<file path="src/rtl/vga_scan_engine.sv">
`default_nettype none
// +--------------------------------------------------------------------------+
// | vga_scan_engine : VGA H/V raster timing, frame-buffer read addressing    |
// |                   with pixel replication, latency-aligned sync/colour    |
// | Revision        : 1.0                                                    |
// +--------------------------------------------------------------------------+
module vga_scan_engine #(
  parameter int H_SYNC = 96,
  parameter int H_BP   = 48,
  parameter int H_ACT  = 640,
  parameter int H_FP   = 16,
  parameter int V_SYNC = 2,
  parameter int V_BP   = 33,
  parameter int V_ACT  = 480,
  parameter int V_FP   = 10,
  parameter bit HS_POL = 1'b0,
  parameter bit VS_POL = 1'b0,
  parameter int SCALE  = 0,
  parameter int RD_LAT = 1,
  parameter int CW     = 4,
  parameter int ADDR_W = 19
) (
  input  logic              vga_clk,
  input  logic              rst,
  output logic [ADDR_W-1:0] pic_addr,
  output logic              pic_rd_en,
  input  logic [3*CW-1:0]   vga_color,
  output logic              hs,
  output logic              vs,
  output logic              de,
  output logic [CW-1:0]     vga_color_red,
  output logic [CW-1:0]     vga_color_green,
  output logic [CW-1:0]     vga_color_blue,
  output logic              frame_start
);

  localparam int c_H_TOT = H_SYNC + H_BP + H_ACT + H_FP;
  localparam int c_V_TOT = V_SYNC + V_BP + V_ACT + V_FP;
  localparam int c_H_W   = $clog2(c_H_TOT);
  localparam int c_V_W   = $clog2(c_V_TOT);
  localparam int c_SC_W  = (SCALE == 0) ? 1 : SCALE;
  localparam int c_DLY   = RD_LAT + 2;

  localparam logic [c_H_W-1:0] c_H_LAST = c_H_W'(c_H_TOT - 1);
  localparam logic [c_H_W-1:0] c_H_SYNC = c_H_W'(H_SYNC);
  localparam logic [c_H_W-1:0] c_H_AS   = c_H_W'(H_SYNC + H_BP);
  localparam logic [c_H_W-1:0] c_H_AE   = c_H_W'(H_SYNC + H_BP + H_ACT - 1);
  localparam logic [c_V_W-1:0] c_V_LAST = c_V_W'(c_V_TOT - 1);
  localparam logic [c_V_W-1:0] c_V_SYNC = c_V_W'(V_SYNC);
  localparam logic [c_V_W-1:0] c_V_AS   = c_V_W'(V_SYNC + V_BP);
  localparam logic [c_V_W-1:0] c_V_AE   = c_V_W'(V_SYNC + V_BP + V_ACT - 1);

  localparam logic [c_SC_W-1:0] c_SUB_MAX = c_SC_W'((1 << SCALE) - 1);
  localparam logic [ADDR_W-1:0] c_SRC_W   = ADDR_W'(H_ACT >> SCALE);
  localparam logic [ADDR_W-1:0] c_ONE     = ADDR_W'(1);

  // Delay-line word layout: {frame_start, de, vs, hs}
  localparam logic [3:0] c_IDLE = {2'b00, ~VS_POL, ~HS_POL};

  generate
    if ((longint'(H_ACT >> SCALE) * longint'(V_ACT >> SCALE)) > (longint'(1) << ADDR_W)) begin : g_err_addr
      $error("vga_scan_engine: source image does not fit in ADDR_W address bits");
    end
    if (((H_ACT % (1 << SCALE)) != 0) || ((V_ACT % (1 << SCALE)) != 0)) begin : g_err_scale
      $error("vga_scan_engine: H_ACT/V_ACT must be multiples of the replication factor");
    end
    if ((SCALE < 0) || (SCALE > 2)) begin : g_err_scale_rng
      $error("vga_scan_engine: SCALE must be 0, 1 or 2");
    end
    if ((RD_LAT < 1) || (RD_LAT > 4)) begin : g_err_lat
      $error("vga_scan_engine: RD_LAT must be 1..4");
    end
  endgenerate

  logic [c_H_W-1:0]  r_h_cnt;
  logic [c_V_W-1:0]  r_v_cnt;
  logic [c_SC_W-1:0] r_col_sub;
  logic [c_SC_W-1:0] r_row_sub;
  logic [ADDR_W-1:0] r_src_x;
  logic [ADDR_W-1:0] r_base;
  logic [ADDR_W-1:0] r_pic_addr;
  logic              r_pic_rd_en;
  logic [3:0]        r_dly [c_DLY];
  logic [3*CW-1:0]   r_rgb;

  logic w_h_wrap;
  logic w_frame_wrap;
  logic w_h_act;
  logic w_v_act;
  logic w_act;
  logic w_hs;
  logic w_vs;
  logic w_first;
  logic [3:0] w_raw;

  always_comb begin
    w_h_wrap     = (r_h_cnt == c_H_LAST);
    w_frame_wrap = w_h_wrap && (r_v_cnt == c_V_LAST);
    w_h_act      = (r_h_cnt >= c_H_AS) && (r_h_cnt <= c_H_AE);
    w_v_act      = (r_v_cnt >= c_V_AS) && (r_v_cnt <= c_V_AE);
    w_act        = w_h_act && w_v_act;
    w_hs         = (r_h_cnt < c_H_SYNC) ? HS_POL : ~HS_POL;
    w_vs         = (r_v_cnt < c_V_SYNC) ? VS_POL : ~VS_POL;
    w_first      = (r_h_cnt == c_H_AS) && (r_v_cnt == c_V_AS);
    w_raw        = {w_first, w_act, w_vs, w_hs};
  end

  always_ff @(posedge vga_clk or negedge rst) begin
    if (!rst) begin
      r_h_cnt <= '0;
      r_v_cnt <= '0;
    end else if (w_h_wrap) begin
      r_h_cnt <= '0;
      r_v_cnt <= (r_v_cnt == c_V_LAST) ? '0 : r_v_cnt + c_V_W'(1);
    end else begin
      r_h_cnt <= r_h_cnt + c_H_W'(1);
    end
  end

  // Address walk without a multiplier: the sub-counters hold each source
  // pixel/line for 1<<SCALE output pixels/lines.
  always_ff @(posedge vga_clk or negedge rst) begin
    if (!rst) begin
      r_col_sub <= '0;
      r_row_sub <= '0;
      r_src_x   <= '0;
      r_base    <= '0;
    end else begin
      if (w_act) begin
        if (r_col_sub == c_SUB_MAX) begin
          r_col_sub <= '0;
          r_src_x   <= r_src_x + c_ONE;
        end else begin
          r_col_sub <= r_col_sub + c_SC_W'(1);
        end
        if (r_h_cnt == c_H_AE) begin
          r_col_sub <= '0;
          r_src_x   <= '0;
          if (r_row_sub == c_SUB_MAX) begin
            r_row_sub <= '0;
            r_base    <= r_base + c_SRC_W;
          end else begin
            r_row_sub <= r_row_sub + c_SC_W'(1);
          end
        end
      end
      if (w_frame_wrap) begin
        r_col_sub <= '0;
        r_row_sub <= '0;
        r_src_x   <= '0;
        r_base    <= '0;
      end
    end
  end

  // The address is left untouched outside the active window.
  always_ff @(posedge vga_clk or negedge rst) begin
    if (!rst) begin
      r_pic_addr  <= '0;
      r_pic_rd_en <= 1'b0;
    end else begin
      r_pic_rd_en <= w_act;
      if (w_act) begin
        r_pic_addr <= r_base + r_src_x;
      end
    end
  end

  always_ff @(posedge vga_clk or negedge rst) begin
    if (!rst) begin
      for (int k = 0; k < c_DLY; k++) begin
        r_dly[k] <= c_IDLE;
      end
      r_rgb <= '0;
    end else begin
      r_dly[0] <= w_raw;
      for (int k = 1; k < c_DLY; k++) begin
        r_dly[k] <= r_dly[k-1];
      end
      // Stage RD_LAT carries the de belonging to the pixel now on vga_color.
      r_rgb <= r_dly[RD_LAT][2] ? vga_color : '0;
    end
  end

  assign pic_addr        = r_pic_addr;
  assign pic_rd_en       = r_pic_rd_en;
  assign hs              = r_dly[c_DLY-1][0];
  assign vs              = r_dly[c_DLY-1][1];
  assign de              = r_dly[c_DLY-1][2];
  assign frame_start     = r_dly[c_DLY-1][3];
  assign vga_color_red   = r_rgb[3*CW-1:2*CW];
  assign vga_color_green = r_rgb[2*CW-1:CW];
  assign vga_color_blue  = r_rgb[CW-1:0];

endmodule
`default_nettype wire

</file>
<file path="config.mk">
export PLATFORM = sky130hd
export DESIGN_NAME = vga_scan_engine
export DESIGN_NICKNAME = d
export VERILOG_FILES = /design/src/rtl/vga_scan_engine.sv
export SDC_FILE = /design/constraint.sdc
export NUM_CORES = 1
export LEC_CHECK = 0
export CORE_UTILIZATION = 50
export DETAILED_ROUTE_END_ITERATION = 7
export GPL_TIMING_DRIVEN = 0
export PLACE_DENSITY_LB_ADDON = 0.05
export REMOVE_ABC_BUFFERS = 1
export SLEW_MARGIN = 20
export SYNTH_ARGS = -nofsm -noshare
export SYNTH_HDL_FRONTEND = slang
export SYNTH_SLANG_ARGS = --single-unit
</file>
<file path="constraint.sdc">
create_clock -name vga_clk -period 4.3 [get_ports vga_clk]
set_clock_uncertainty 0.1 [all_clocks]
set_input_delay 0.86 -clock vga_clk [delete_from_list [all_inputs] [get_ports vga_clk]]
set_output_delay 0.86 -clock vga_clk [all_outputs]
set_load 0.01 [all_outputs]
</file>
==> results.cfg <==
[run_status]
status = finished, final reports clean

[pwr]
pwr-share-seq = 0.558
net-switching-power_w = 0.0003498
p_sw_frac = 0.2210
power.total_w = 0.001583
clkPwrFrac = 0.422
peakVddDrop_v = 0.0001895
intPower_w = 0.001233
power.leakage_nw = 2.395
p_comb_frac = 0.020
powerDensity_mw_per_mm2 = 282.2

[global_route]
grt_max_degree = 72
grt-ovfl-total = 0
antenna_found_initial = 0
grt_pass1_wl_um = 17250
grtUsageTotal = 0.2195
grt_pass1_vias = 3616

[cts]
cts.path.max_buffers = 2
postCtsHoldBufs = 0
root_buffer = clkbuf_8
numCtsBuffers = 9
cts_setup_buffers = 0
cts_resized = 0
clock_latency_ns = 0.36
clkTransAtPathRegs_ns = 0.10
cts_tree = built
clkSinkCount = 94
htree_levels = 3

[sta]
relSlewSlack = 0.3060
rsz0062_at_grt = no
drv_slew = 0
worst_pin_slew_ns = 1.041
period_share = 0.6993
fin_crit_ns = 3.007
setup_viol = 0
max_freq_ghz = 0.3326
hold_viol = 0

[logic_synthesis]
yosys_warnings = 0
synth.top_cells.by_area = dfrtp_1 46%, ha_1 4.7%, nand2_1 4.7%, o21ai_0 3.9%, a21oi_1 3.8%
synth_cells = 490
synth_flop_cell = dfrtp_1
synth_edf_count = 0
async_reset_ff_frac = 1.000
synth_seq_cells = 94
synth_top_area_cell = dfrtp_1
synth_top_area_share = 0.4621
synth_cell_types = 59
synth_common_cells = 88 x dfrtp_1, 60 x nand2_1, 37 x o21ai_0, 36 x a21oi_1, 31 x nor2_1
syn_area_mm2 = 0.004766
syn_avg_cell_area_um2 = 9.726
yosysSeqAreaShare = 0.4951
yosysMostFrequentCell = dfrtp_1

[cells_and_area]
antennaDiodeCount = 0
area_growth_pct = 17.72
utilization = 0.6072
drive_above_1_share = 0.07063
fin_nets = 565

[floorplan]
core_mm2 = 0.009240
die_h_um = 99.63
num_io_pins = 50
die_area_mm2 = 0.009926
initial_core_util = 0.5158
die_x_um = 99.63
rows = 35

[worst_setup_path]
max_stage_delay_ns = 0.56
worstPathArrival_ns = 3.19
slowest_stage = a21oi_1
critPathRequiredTime_ns = 4.48
cp_max_fo = 32
startpoint_type = flip-flop
crit_path_end_kind = flip-flop
cp_cell_sequence = ha_1, o41ai_1, a21oi_1, o21ai_4, buf_16, inv_1, nand4b_1, a21oi_1
crit_top_cell = a21oi_1
worstSetupPathType = reg -> reg

[hold_path]
hold_path_class = in -> async

[placed_design]
place.gp.congestion = 0.7878
place_hpwl_um = 6708
port_buffers = 49

[route]
firstDrtPassIters = 4
drtIter0Drc = 204
viasPerCell = 5.549
final_antenna_net_count = 0
post_drt_wl_per_cell_um = 14.73
num_vias = 3701
routed_wl_um = 9828
drc_errors = 0

[run]
max_cap_violations = 0
==> final cells by class <==
type,instances,area [um2]
Inverter,16,60.06
Clock inverter,7,102.6
Tap cell,129,161.4
Clock buffer,9,123.9
Fill cell,807,3630
Multi-Input combinational cell,361,2256
Timing Repair Buffer,51,546.8
Sequential cell,94,2360
==> power groups by stage <==
stage	logic, W	clock network, W	registers, W
after CTS	0.0000328	0.000690	0.000884
after global routing	0.0000362	0.000723	0.000884
after floorplan	0.00000000122	0	0.000901
final	0.0000310	0.000669	0.000884
after detailed placement	0.0000326	0	0.000901
after global placement	0.0000293	0	0.000901
==> layer usage <==
metal,vias up,wire length (um),global-route usage
li1,1842,-,-
met1,1763,4870,0.3092
met2,86,4436,0.3456
met3,10,392,0.03584
met4,0,129,0.07579
met5,-,0,0
==> kinds of logic (layout without fill, tap and decap cells) <==
group	Yosys count	in the layout	share of synthesized area
compound gates	118	118	0.1562
xor+xnor	21	21	0.03859
fa+ha+maj	18	18	0.04726
buf+inv	35	83	0.03387
flops	94	94	0.4951
mux	2	2	0.004463
simple gates	202	202	0.2245
==> state kept, by name, indices dropped and copies added (netlist names) <==
signal,count
de,1
hs,1
r_rgb,12
frame_start,1
r_dly,8
r_v_cnt,10
r_src_x,19
pic_addr,19
vs,1
r_base,12
r_h_cnt,10
==> worst max-delay path, delay by kind of cell, from the launching register on <==
kind	cells	cell delay (ns)
compound gates	4	1.11
fa+ha+maj	1	0.33
buf+inv	2	0.73
flops	1	0.48
simple gates	1	0.17
==> per-stage QoR <==
step	area, um2	worst slack (ns)	hold WS (ns)	setup TNS (ns)	std cells
detailed placement	5384	1.333	0.2347	0	651
global route	5610	0.9759	0.2254	0	667
global placement	5316	-1.279	0.2323	-128.52	649
finish	5610	1.293	0.2288	0	667
CTS	5610	1.283	0.2283	0	667
floorplan	4664	0.4900	0.2312	0	471
==> path summary, 6_finish.rpt <==
kind | from | end | slack (ns) | cells past startpoint
setup / recovery | r_v_cnt[1] | r_base[16] | 1.29 | 8
hold / removal | rst | r_rgb[3] | 0.23 | 1
setup reg to reg | r_v_cnt[1] | r_base[16] | 1.29 | 8
hold reg to reg | r_dly[7] | frame_start | 0.26 | 0
max in group asynchronous | rst | r_dly[5] | 3.24 | 2
min in group vga_clk | r_dly[7] | frame_start | 0.26 | 0
==> cells in the final DEF (no fill, tap or decap), types with 8 or more instances in the layout <==
cell type        instances
nand3_1                 19
and2_1                  17
nand4_1                  8
nor2_1                  31
or4_1                   10
nand2_1                 60
or3_1                   12
clkbuf_8                 9
dfrtp_1                 88
inv_1                   16
o21ai_0                 37
o31ai_1                 10
xnor2_1                 12
ha_1                    18
clkdlybuf4s50_1         48
nor3_1                  10
xor2_1                   9
a21oi_1                 36
No activity file was read; power rests on OpenSTA's default activity.
